### src/rtl/mem_arbiter.sv
// Three-requester round-robin arbiter for a single shared memory port.
// Define ARB_TIMEOUT_EN to build the hold counter that bounds a contended grant to MAX_HOLD cycles.

module mem_arbiter_lane #(
  parameter int W = 16
) (
  input  logic         gnt,
  input  logic [W-1:0] addr,
  input  logic [W-1:0] wdata,
  input  logic         wr_en,
  output logic [W-1:0] addr_g,
  output logic [W-1:0] wdata_g,
  output logic         wr_en_g
);
  // AND-gating per lane: an ungranted lane contributes all zeros to the OR mux.
  assign addr_g  = gnt ? addr  : '0;
  assign wdata_g = gnt ? wdata : '0;
  assign wr_en_g = gnt & wr_en;
endmodule

module mem_arbiter #(
  parameter int WORD_WIDTH = 16,
  parameter int MAX_HOLD   = 16
) (
  input  logic                  clock,
  input  logic                  nreset,
  input  logic [2:0]            req,
  input  logic [WORD_WIDTH-1:0] addr0,
  input  logic [WORD_WIDTH-1:0] addr1,
  input  logic [WORD_WIDTH-1:0] addr2,
  input  logic                  wr_en0,
  input  logic                  wr_en1,
  input  logic                  wr_en2,
  input  logic [WORD_WIDTH-1:0] wdata0,
  input  logic [WORD_WIDTH-1:0] wdata1,
  input  logic [WORD_WIDTH-1:0] wdata2,
  output logic [2:0]            gnt,
  output logic [1:0]            owner_id,
  output logic [WORD_WIDTH-1:0] mem_address,
  output logic                  mem_wr_en,
  output logic [WORD_WIDTH-1:0] mem_data_in,
  input  logic [WORD_WIDTH-1:0] mem_data_out,
  output logic [WORD_WIDTH-1:0] rd_data,
  output logic                  busy
);
  localparam int NUM_REQ = 3;

  typedef enum logic {IDLE, OWNED} state_t;

  state_t     state_q, state_d;
  logic [1:0] owner_q, owner_d;
  logic [1:0] last_q, last_d;
  logic [2:0] gnt_q, gnt_d;

`ifdef ARB_TIMEOUT_EN
  localparam logic [7:0] HOLD_LAST = 8'(MAX_HOLD - 1);
  logic [7:0] hold_q, hold_d;
`endif

  logic [NUM_REQ-1:0][WORD_WIDTH-1:0] addr_a, wdata_a, addr_g, wdata_g;
  logic [NUM_REQ-1:0]                 wr_en_a, wr_en_g;

  assign addr_a  = {addr2, addr1, addr0};
  assign wdata_a = {wdata2, wdata1, wdata0};
  assign wr_en_a = {wr_en2, wr_en1, wr_en0};

  // First requester after 'last' in the order last+1, last+2, last+3 (mod 3).
  function automatic logic [1:0] rr_pick(input logic [2:0] r, input logic [1:0] last);
    logic [1:0] idx;
    rr_pick = last;
    for (int k = 3; k >= 1; k--) begin
      idx = 2'((int'(last) + k) % NUM_REQ);
      if (r[idx]) rr_pick = idx;
    end
  endfunction

  always_comb begin
    logic [1:0] win;
    state_d = state_q;
    owner_d = owner_q;
    last_d  = last_q;
    gnt_d   = gnt_q;
    win     = rr_pick(req, owner_q);
`ifdef ARB_TIMEOUT_EN
    hold_d  = hold_q;
`endif
    case (state_q)
      IDLE: begin
        if (|req) begin
          win     = rr_pick(req, last_q);
          state_d = OWNED;
          owner_d = win;
          gnt_d   = 3'b001 << win;
`ifdef ARB_TIMEOUT_EN
          hold_d  = '0;
`endif
        end
      end
      OWNED: begin
        if (!req[owner_q]) begin
          // Hand over in the same edge so the memory port never idles between owners.
          last_d = owner_q;
          if (|req) begin
            owner_d = win;
            gnt_d   = 3'b001 << win;
`ifdef ARB_TIMEOUT_EN
            hold_d  = '0;
`endif
          end else begin
            state_d = IDLE;
            gnt_d   = '0;
          end
        end
`ifdef ARB_TIMEOUT_EN
        else if (hold_q == HOLD_LAST && |(req & ~gnt_q)) begin
          // Preempted owner keeps its req and simply re-enters the rotation.
          last_d  = owner_q;
          owner_d = win;
          gnt_d   = 3'b001 << win;
          hold_d  = '0;
        end else if (hold_q != HOLD_LAST) begin
          hold_d = hold_q + 8'd1;
        end
`endif
      end
      default: begin
        state_d = IDLE;
        gnt_d   = '0;
      end
    endcase
  end

  always_ff @(posedge clock) begin
    if (!nreset) begin
      state_q <= IDLE;
      owner_q <= 2'd0;
      last_q  <= 2'd2;
      gnt_q   <= '0;
`ifdef ARB_TIMEOUT_EN
      hold_q  <= '0;
`endif
    end else begin
      state_q <= state_d;
      owner_q <= owner_d;
      last_q  <= last_d;
      gnt_q   <= gnt_d;
`ifdef ARB_TIMEOUT_EN
      hold_q  <= hold_d;
`endif
    end
  end

  for (genvar i = 0; i < NUM_REQ; i++) begin : g_lane
    mem_arbiter_lane #(.W(WORD_WIDTH)) u_lane (
      .gnt    (gnt_q[i]),
      .addr   (addr_a[i]),
      .wdata  (wdata_a[i]),
      .wr_en  (wr_en_a[i]),
      .addr_g (addr_g[i]),
      .wdata_g(wdata_g[i]),
      .wr_en_g(wr_en_g[i])
    );
  end

  always_comb begin
    mem_address = '0;
    mem_data_in = '0;
    for (int i = 0; i < NUM_REQ; i++) begin
      mem_address = mem_address | addr_g[i];
      mem_data_in = mem_data_in | wdata_g[i];
    end
  end

  assign mem_wr_en = |wr_en_g;
  assign gnt       = gnt_q;
  assign busy      = |gnt_q;
  assign owner_id  = (state_q == OWNED) ? owner_q : 2'd3;
  assign rd_data   = mem_data_out;

endmodule

### config.mk
export PLATFORM = sky130hd
export DESIGN_NAME = mem_arbiter
export DESIGN_NICKNAME = d
export VERILOG_FILES = /design/src/rtl/mem_arbiter.sv
export SDC_FILE = /design/constraint.sdc
export NUM_CORES = 1
export LEC_CHECK = 0
export CORE_ASPECT_RATIO = 1.5
export CORE_MARGIN = 2
export CORE_UTILIZATION = 26
export CTS_CLUSTER_SIZE = 12
export DETAILED_ROUTE_END_ITERATION = 10
export GPL_ROUTABILITY_DRIVEN = 0
export PLACE_DENSITY_LB_ADDON = 0.1
export SLEW_MARGIN = 20
export SYNTH_ARGS = -nofsm -noshare
export SYNTH_HDL_FRONTEND = slang
export SYNTH_SLANG_ARGS = --single-unit
export TNS_END_PERCENT = 20
### constraint.sdc
create_clock -name clock -period 1.9 [get_ports clock]
set_input_delay 0.38 -clock clock [delete_from_list [all_inputs] [get_ports clock]]
set_output_delay 0.38 -clock clock [all_outputs]
set_load 0.01 [all_outputs]
==> metrics.txt, run 1 <==
status completed; cell area after placement 3094 sq um; Critical Path RT approximately 1.5 ns; FMAX 0.5366 GHz; worst vdd ir ~470 uV; fillers about 570; Remaining DRCs 0; syn avg cell area 7.338 sq um; Most Crowded Layer GR met2; Max-cap violations 0; DR vias/cell ~5.2; EDFF count, synth 0; post-DP HPWL 5760 microns; chip width between 60 and 70 microns; share of cells above drive strength 1 approximately 16%; Pre-antenna DRT Iters 5; Total GRT Usage 19.39%; Clock Latency Late Sink between 0.2 and 0.25 ns; most frequent cell after synthesis inv_1; GR Util met1 20.24%; Final Hold Viols 0; YS warnings 0; clock root cell clkbuf_8; DRT iter0 DRCs ~170; Critical Path AT ~1.5 ns; vias in the first global route ~2100; Max-slew headroom between 70 and 80%; final WL 7024 microns; initial antenna violation count 0; Crit. End Element primary output; area delta synth->final 100.6%; ANT nets after route 0; Synth top cells by count inv_1 (38), a222oi_1 (33), buf_4 (20), clkbuf_1 (12), nand2_1 (12); Least-Margin Pin Slew 0.4033 ns; hold slack 0.5501 ns; CTS buffer count 3; # clock sinks 8; Hold Crit Depth 2; cells on worst reg2reg path 8; Post-Syn Instances around 220; CTS tree done; Synth area leader a222oi_1; fin crit period 1.864 ns; Ports 175; ANT cells 0; Placed Cells 422; pwr/cell area approximately 560 nW/um^2; sequential fraction of the synthesis area between 10 and 15%; post-route clock period utilization 98.08%; synthesized area between 1500 and 2000 sq um; largest net degree at the start of global routing 30; FF+latch count, synth 8; post-route insts no fill 425; CTS max path bufs 2; Hold Crit Class reg2reg; row cnt 34; static leakage power around 0.0015 uW; Final Cell Area approximately 3200 sq um; clk_skew roughly 0.0016 ns; DR WL/cell 16.53 microns; Total Power around 1800 uW; prevailing post-synth register cell dfxtp_1; largest cells by area after synthesis a222oi_1 (21%), dfxtp_1 (10%), buf_4 (9.5%); core footprint slightly below 6000 sq um; Die Span Y 99.41 microns; Max Slew Vio Count 0; GRT overflow 0; die area roughly 6700 sq um; grt met2 use 36.05%; H-tree depth 1; peak fanout along the critical path 1; Async SR Flop Fraction 0%; first-pass GRT wire length about 10000 microns; Crit Path Class in2out; post-synth top area share between 20% and 30%; met3 track demand over resource under 10%; Worst setup SP type input port; Worst-path clk slew approximately 0.040 ns; initial cell density of the core a little over a quarter; Vias ~2200; Netlist cell types 43; Final nets between 400 and 500; fin util about 54%; Syn Nets about 340; unrepaired setup endpoints after global routing yes; # setup viols final 0; Post-CTS Setup Bufs 0; I/O Buffers 142
[layer usage]
layer	up-vias	wire [microns]	part of all wire [%]
met5	-	0	0
met4	0	63	0.90
li1	1067	-	-
met2	102	3682	52
met1	1014	2323	33
met3	8	955	14
[area by class of cell]
cell class	count	area, sq um	area share, %
tap	72	90.09	2.847
clock buffer	3	41.29	1.305
sequential	8	163.9	5.180
timing repair buffer	172	1628	51.44
multi-input combinational	130	1091	34.48
inverter	40	150.1	4.745
[state kept, by name (all words and copies together) (netlist names)]
signal   cells
gnt          3
last_q       2
owner_q      2
state_q      1
[report_power, final]
part / switching [uW] / internal, uW
Clock: 60.5 / 137
Combinational: 601 / 749
Sequential: 33.2 / 193
Total: 695 / 1080
[final timing paths]
check                                start              end  slack [ns]
worst max-delay path            wdata0[12]  mem_data_in[12]        0.04
worst min-delay path             last_q[1]        last_q[1]        0.55
worst max register to register  owner_q[0]           gnt[2]        0.14
worst min register to register   last_q[1]        last_q[1]        0.55
[per-stage QoR]
stage          setup slack [ns]  setup TNS (ns)
6_report                0.03643               0
5_1_grt                -0.01976        -0.03100
4_1_cts                0.001757               0
3_5_place_dp            -0.2462          -5.744
3_3_place_gp            -0.2368          -5.394
2_1_floorplan           0.08429               0
[cell usage in the layout (no fill, tap or decap), types with 4 or more instances in the layout]
master,instances
a21oi_1,5
a222oi_1,33
buf_4,27
clkbuf_2,4
clkdlybuf4s15_1,13
clkdlybuf4s50_1,107
dfxtp_1,7
dlygate4sd2_1,17
ha_1,5
inv_1,38
mux2i_1,4
nand2_1,12
nand2b_1,5
nor2b_1,7
o21ai_0,7
[cell families after synthesis]
| logic type | Yosys count | synth area share (%) |
|---|---|---|
| AO/OA/AOI/OAI | 73 | 40.28 |
| flip-flops | 8 | 10.15 |
| adder cells (fa/ha/maj) | 7 | 5.551 |
| buffers and inverters | 77 | 24.27 |
| multiplexers | 5 | 3.172 |
| AND/OR/NAND/NOR | 45 | 16.57 |
[critical path, stage by stage]
cell             delay, ns
clkdlybuf4s50_1       0.41
a222oi_1              0.37
inv_1                 0.08
clkdlybuf4s15_1       0.24
[repair_timing]
item	in CTS	in global routing
setup endpoints to repair	37	30
gates cloned	0	0
pin swaps	3	23
gates resized for setup	40	30
hold buffers	0	0
(Power assumes the default switching activity.)
==> run 2: changes to the inputs <==
--- a/config.mk
+++ b/config.mk
@@ -5,9 +5,10 @@
 export SDC_FILE = /design/constraint.sdc
 export NUM_CORES = 1
 export LEC_CHECK = 0
+export CAP_MARGIN = 20
 export CORE_ASPECT_RATIO = 1.5
-export CORE_MARGIN = 2
 export CORE_UTILIZATION = 26
+export CTS_CLUSTER_DIAMETER = 120
 export CTS_CLUSTER_SIZE = 12
 export DETAILED_ROUTE_END_ITERATION = 10
 export GPL_ROUTABILITY_DRIVEN = 0
==> metrics.txt, run 2 (same netlist as run 1, synthesis figures left out) <==
met3 track demand over resource ~6.8%; H-tree depth 1; DR vias/cell about 5.2; chip width ~66 microns; Largest register FFs 3; largest net degree at the start of global routing 23; DR WL/cell about 15 microns; static leakage power 0.001511 uW; CTS tree done; Least-Margin Pin Slew 0.3584 ns; core footprint between 5000 and 6000 sq um; ANT nets after route 0; WP buf/inv 3; die area approximately 6400 sq um; pwr/cell area 564.7 nW/um^2; Critical Path RT ~1.5 ns; hold path start gnt[0]; Worst setup SP type input port; Int Pwr ~1100 uW; unrepaired setup endpoints after global routing yes; Max-cap violations 0; Vias around 2200; Most Crowded Layer GR met2; # setup viols final 0; Remaining DRCs 0; ANT cells 0; # hold bufs at CTS 0; share of cells above drive strength 1 approximately 14%; DRT iter0 DRCs about 160; switching share of total power between 30% and 40%; Reg2Reg Launch Point last_q[1]; GR Util met1 a little over a fifth; grt met2 use 35.77%; crit-path cells clkdlybuf4s50_1 -> a222oi_1 -> inv_1 -> dlygate4sd2_1; Hold Crit Class reg2reg; I/O Buffers about 140; Crit. End Element primary output; row cnt 34; fin crit period roughly 1.9 ns; Final nets 481; initial cell density of the core a little over a quarter; post-route setup TNS 0 ns; CTS buffer count 3; GRT overflow 0; Worst path max stage delay approximately 0.40 ns; CTS max path bufs 2; Clk pwr share approximately an eighth; final WL ~6600 microns; sequential power share 12.6%; clk_skew between 0.005 and 0.006 ns; Critical Path AT 1.48 ns; area delta synth->final 99.92%; status completed; CP top delay family buffers and inverters; clock root cell clkbuf_8; Critical Path Source addr0[10]; Ports around 180; Die Span Y between 90 and 100 microns; Pre-antenna DRT Iters 5; Max Slew Vio Count 0; Logic pwr share 75.6%; initial antenna violation count 0; Total Power 1781 uW; # clock sinks 8; worst vdd ir 362.3 uV; most common cell after layout, fill and taps aside clkdlybuf4s50_1; Worst-path clk slew roughly 0.040 ns; Total GRT Usage 19.72%; Crit Path Class in2out; critical path's slowest cell clkdlybuf4s50_1; FMAX 0.5366 GHz; most frequent cells in the layout clkdlybuf4s50_1 (107), inv_1 (38), a222oi_1 (33), dlygate4sd2_1 (24), buf_4 (23); Placement Setup Slack -0.2529 ns; Net Sw Power a little under 700 uW; Clock Latency Late Sink around 0.23 ns; post-route clock period utilization 98.08%; Post-CTS Setup Bufs 0; Max-slew headroom around three quarters; Final Hold Viols 0; peak fanout along the critical path 1; final worst setup slack around 0.036 ns; first-pass GRT wire length between 9000 and 10000 microns; post-DP HPWL about 5400 microns; vias in the first global route between 1500 and 2000
run 2: worst paths after layout:
kind | endpoint | slack (ns) | cells after the start
setup / recovery | mem_address[10] | 0.04 | 4
hold / removal | gnt[0] | 0.53 | 2
setup reg to reg | gnt[0] | 0.11 | 7
hold reg to reg | gnt[0] | 0.53 | 2
run 2: power by group through the flow:
stage	clock network, uW	logic, uW	registers [uW]
final	210	1350	225
after global routing	220	1460	230
after CTS	214	1330	221
after detailed placement	0	1440	224
after global placement	0	1440	223
after floorplan	0	688	215
run 2: worst register-to-register path, cell delays in order, from the launching register on:
cell	delay (ns)
dfxtp_1	0.35
ha_1	0.46
mux2i_1	0.23
o22ai_1	0.14
buf_4	0.16
a21o_1	0.15
nand2_1	0.06
o221ai_1	0.11
run 2: repair_timing:
| action | 4_1_cts | 5_1_grt |
|---|---|---|
| pin swaps | 3 | 14 |
| setup endpoints to repair | 34 | 23 |
| resized for setup | 35 | 21 |
run 2: metal layers:
| layer | vias up | wire length (microns) |
|---|---|---|
| met3 | 10 | 750 |
| met5 | - | 0 |
| met2 | 100 | 3291 |
| met4 | 0 | 65 |
| li1 | 1065 | - |
| met1 | 1010 | 2459 |
run 2: cell type report:
cell class / count / area (sq um)
Multi-Input combinational cell: 130 / 1060
Sequential cell: 8 / 162.7
Timing Repair Buffer: 171 / 1650
Inverter: 40 / 150.1
Clock buffer: 3 / 41.29
Tap cell: 72 / 90.09
Fill cell: 578 / 2674
run 2: through the flow:
| stage | hold WS, ns | instances | instance area, sq um | util [%] |
|---|---|---|---|---|
| 5_1_grt | 0.5749 | 424 | 3154 | 54.12 |
| 6_report | 0.5268 | 424 | 3154 | 54.12 |
| 4_1_cts | 0.5562 | 424 | 3112 | 53.39 |
| 3_3_place_gp | 0.5421 | 421 | 3112 | 53.39 |
| 3_5_place_dp | 0.5500 | 421 | 3112 | 53.39 |
| 2_1_floorplan | 0.4689 | 215 | 1578 | - |
==> run 3: changes to the inputs <==
--- a/config.mk
+++ b/config.mk
@@ -6,11 +6,12 @@
 export NUM_CORES = 1
 export LEC_CHECK = 0
 export CAP_MARGIN = 20
-export CORE_ASPECT_RATIO = 1.5
-export CORE_UTILIZATION = 26
+export CORE_AREA = 2 2 67 69
 export CTS_CLUSTER_DIAMETER = 120
 export CTS_CLUSTER_SIZE = 12
 export DETAILED_ROUTE_END_ITERATION = 10
+export DIE_AREA = 0 0 69 71
+export DONT_BUFFER_PORTS = 1
 export GPL_ROUTABILITY_DRIVEN = 0
 export PLACE_DENSITY_LB_ADDON = 0.1
 export SLEW_MARGIN = 20
==> metrics.txt, run 3 (same netlist as run 1, synthesis figures left out) <==
status completed; DR vias/cell roughly 7; cell area after placement ~1500 sq um; Hold Crit Class in2reg; unrepaired setup endpoints after global routing yes; die area a little under 5000 sq um; most frequent cells in the layout inv_1 (38), a222oi_1 (33), nand2_1 (12), buf_4 (9), dfxtp_1 (8); Die Span Y roughly 70 microns; Vias 1656; Post-CTS Setup Bufs 0; Pre-antenna DRT Iters 6; pwr/cell area just under 800 nW/um^2; static leakage power between 0.0007 and 0.0008 uW; WP buf/inv 1; peak fanout along the critical path 6; post-CTS resize count 0; worst vdd ir approximately 480 uV; largest net degree at the start of global routing 25; CTS buffer count 3; # hold bufs at CTS 0; Remaining DRCs 0; Crit Path Class reg2reg; CP top delay family compound AO/OA/AOI/OAI gates; Max-cap violations 0; initial antenna violation count 0; # setup viols final 0; chip width ~70 microns; Critical Path RT between 2 and 2.5 ns; vias in the first global route around 1600; ANT nets after route 0; Least-Margin Pin Slew between 0.4 and 0.5 ns; Crit. End Element register; post-DP HPWL around 4200 microns; DRT iter0 DRCs 160; critical path's slowest cell dfxtp_1; fin util 36.52%; H-tree depth 1; termination of the worst setup path gnt[1]; first-pass GRT wire length between 7000 and 8000 microns; fin crit period between 1.5 and 2 ns; final WL approximately 5300 microns; CTS max path bufs 2; initial cell density of the core 37.53%; Max Slew Vio Count 0; Final Cell Area 1535 sq um; Critical Path AT around 1.9 ns; Clock Latency Late Sink between 0.2 and 0.25 ns; crit-path cells inv_1 -> ha_1 -> a21bo_2 -> a21oi_1 -> a211oi_2 -> nand3b_2 -> o221ai_1; DR WL/cell about 22 microns; cells on worst reg2reg path 7; Final Hold Viols 0; GRT overflow 0; Final nets 319; most common cell after layout, fill and taps aside inv_1; # clock sinks 8; row cnt 24; Max-slew headroom 72.40%; Worst path max stage delay 0.42 ns; Critical Path Source owner_q[1]; Worst-path clk slew 0.04 ns; clock root cell clkbuf_8; Largest register FFs 3; clk_skew just under 0.004 ns; reg2reg end gnt[1]; ANT cells 0; Worst setup SP type register; CTS tree done; Ports 175; FMAX 0.5580 GHz; Reg2Reg Launch Point owner_q[1]; share of cells above drive strength 1 14.74%; I/O Buffers 0; core footprint roughly 4200 sq um; r2r setup slk approximately 0.11 ns; area delta synth->final -2.696%; Total GRT Usage 19.63%; post-route clock period utilization between 90% and 100%; Stages on worst setup path 7
run 3: cell count changes in the layout (fill, tap and decap cells not counted), sizes merged:
cell | before | now
buf | 29 | 9
clkbuf | 5 | 3
clkdlybuf4s15 | 8 | 0
clkdlybuf4s50 | 107 | 0
dlygate4sd2 | 24 | 0
dlymetal6s2s | 1 | 0
run 3: worst min path at each step:
| stage | startpoint | to | slack, ns | depth (start not counted) |
|---|---|---|---|---|
| after floorplan | nreset | last_q[1] | 0.47 | 1 |
| after global placement | nreset | last_q[1] | 0.48 | 1 |
| after detailed placement | nreset | last_q[1] | 0.49 | 1 |
| after CTS | nreset | last_q[1] | 0.25 | 1 |
| after global routing | nreset | last_q[1] | 0.25 | 1 |
| final | nreset | last_q[1] | 0.25 | 1 |
run 3: final cells by class:
type	instances	area, sq um
Clock buffer	3	41.29
Timing Repair Buffer	9	67.56
Tap cell	52	65.06
Sequential cell	8	160.2
Inverter	40	150.1
Fill cell	450	2669
Multi-Input combinational cell	130	1051
run 3: through the flow:
stage                     hold WS (ns)  power (uW)  cells  worst slack [ns]  setup TNS [ns]
after floorplan                 0.4689       903.0    215           0.08429               0
after global placement          0.4823       970.5    239           0.07238               0
after detailed placement        0.4891       985.2    239           0.01909               0
after CTS                       0.2482        1198    242          0.004650               0
after global routing            0.2457        1301    242          -0.03171        -0.06234
final                           0.2459        1213    242            0.1080               0
run 3: routing by layer:
layer,GRT usage (%),part of all wire (%)
met1,23.34,36
met2,34.08,53
met3,3.989,9.7
met4,8.932,1.9
met5,0,0
run 3: report_power, final:
part	switching, uW	internal (uW)	leakage [uW]
registers	22.8	191	0.0000660
logic	488	298	0.000665
clock network	75.0	138	0.0000216
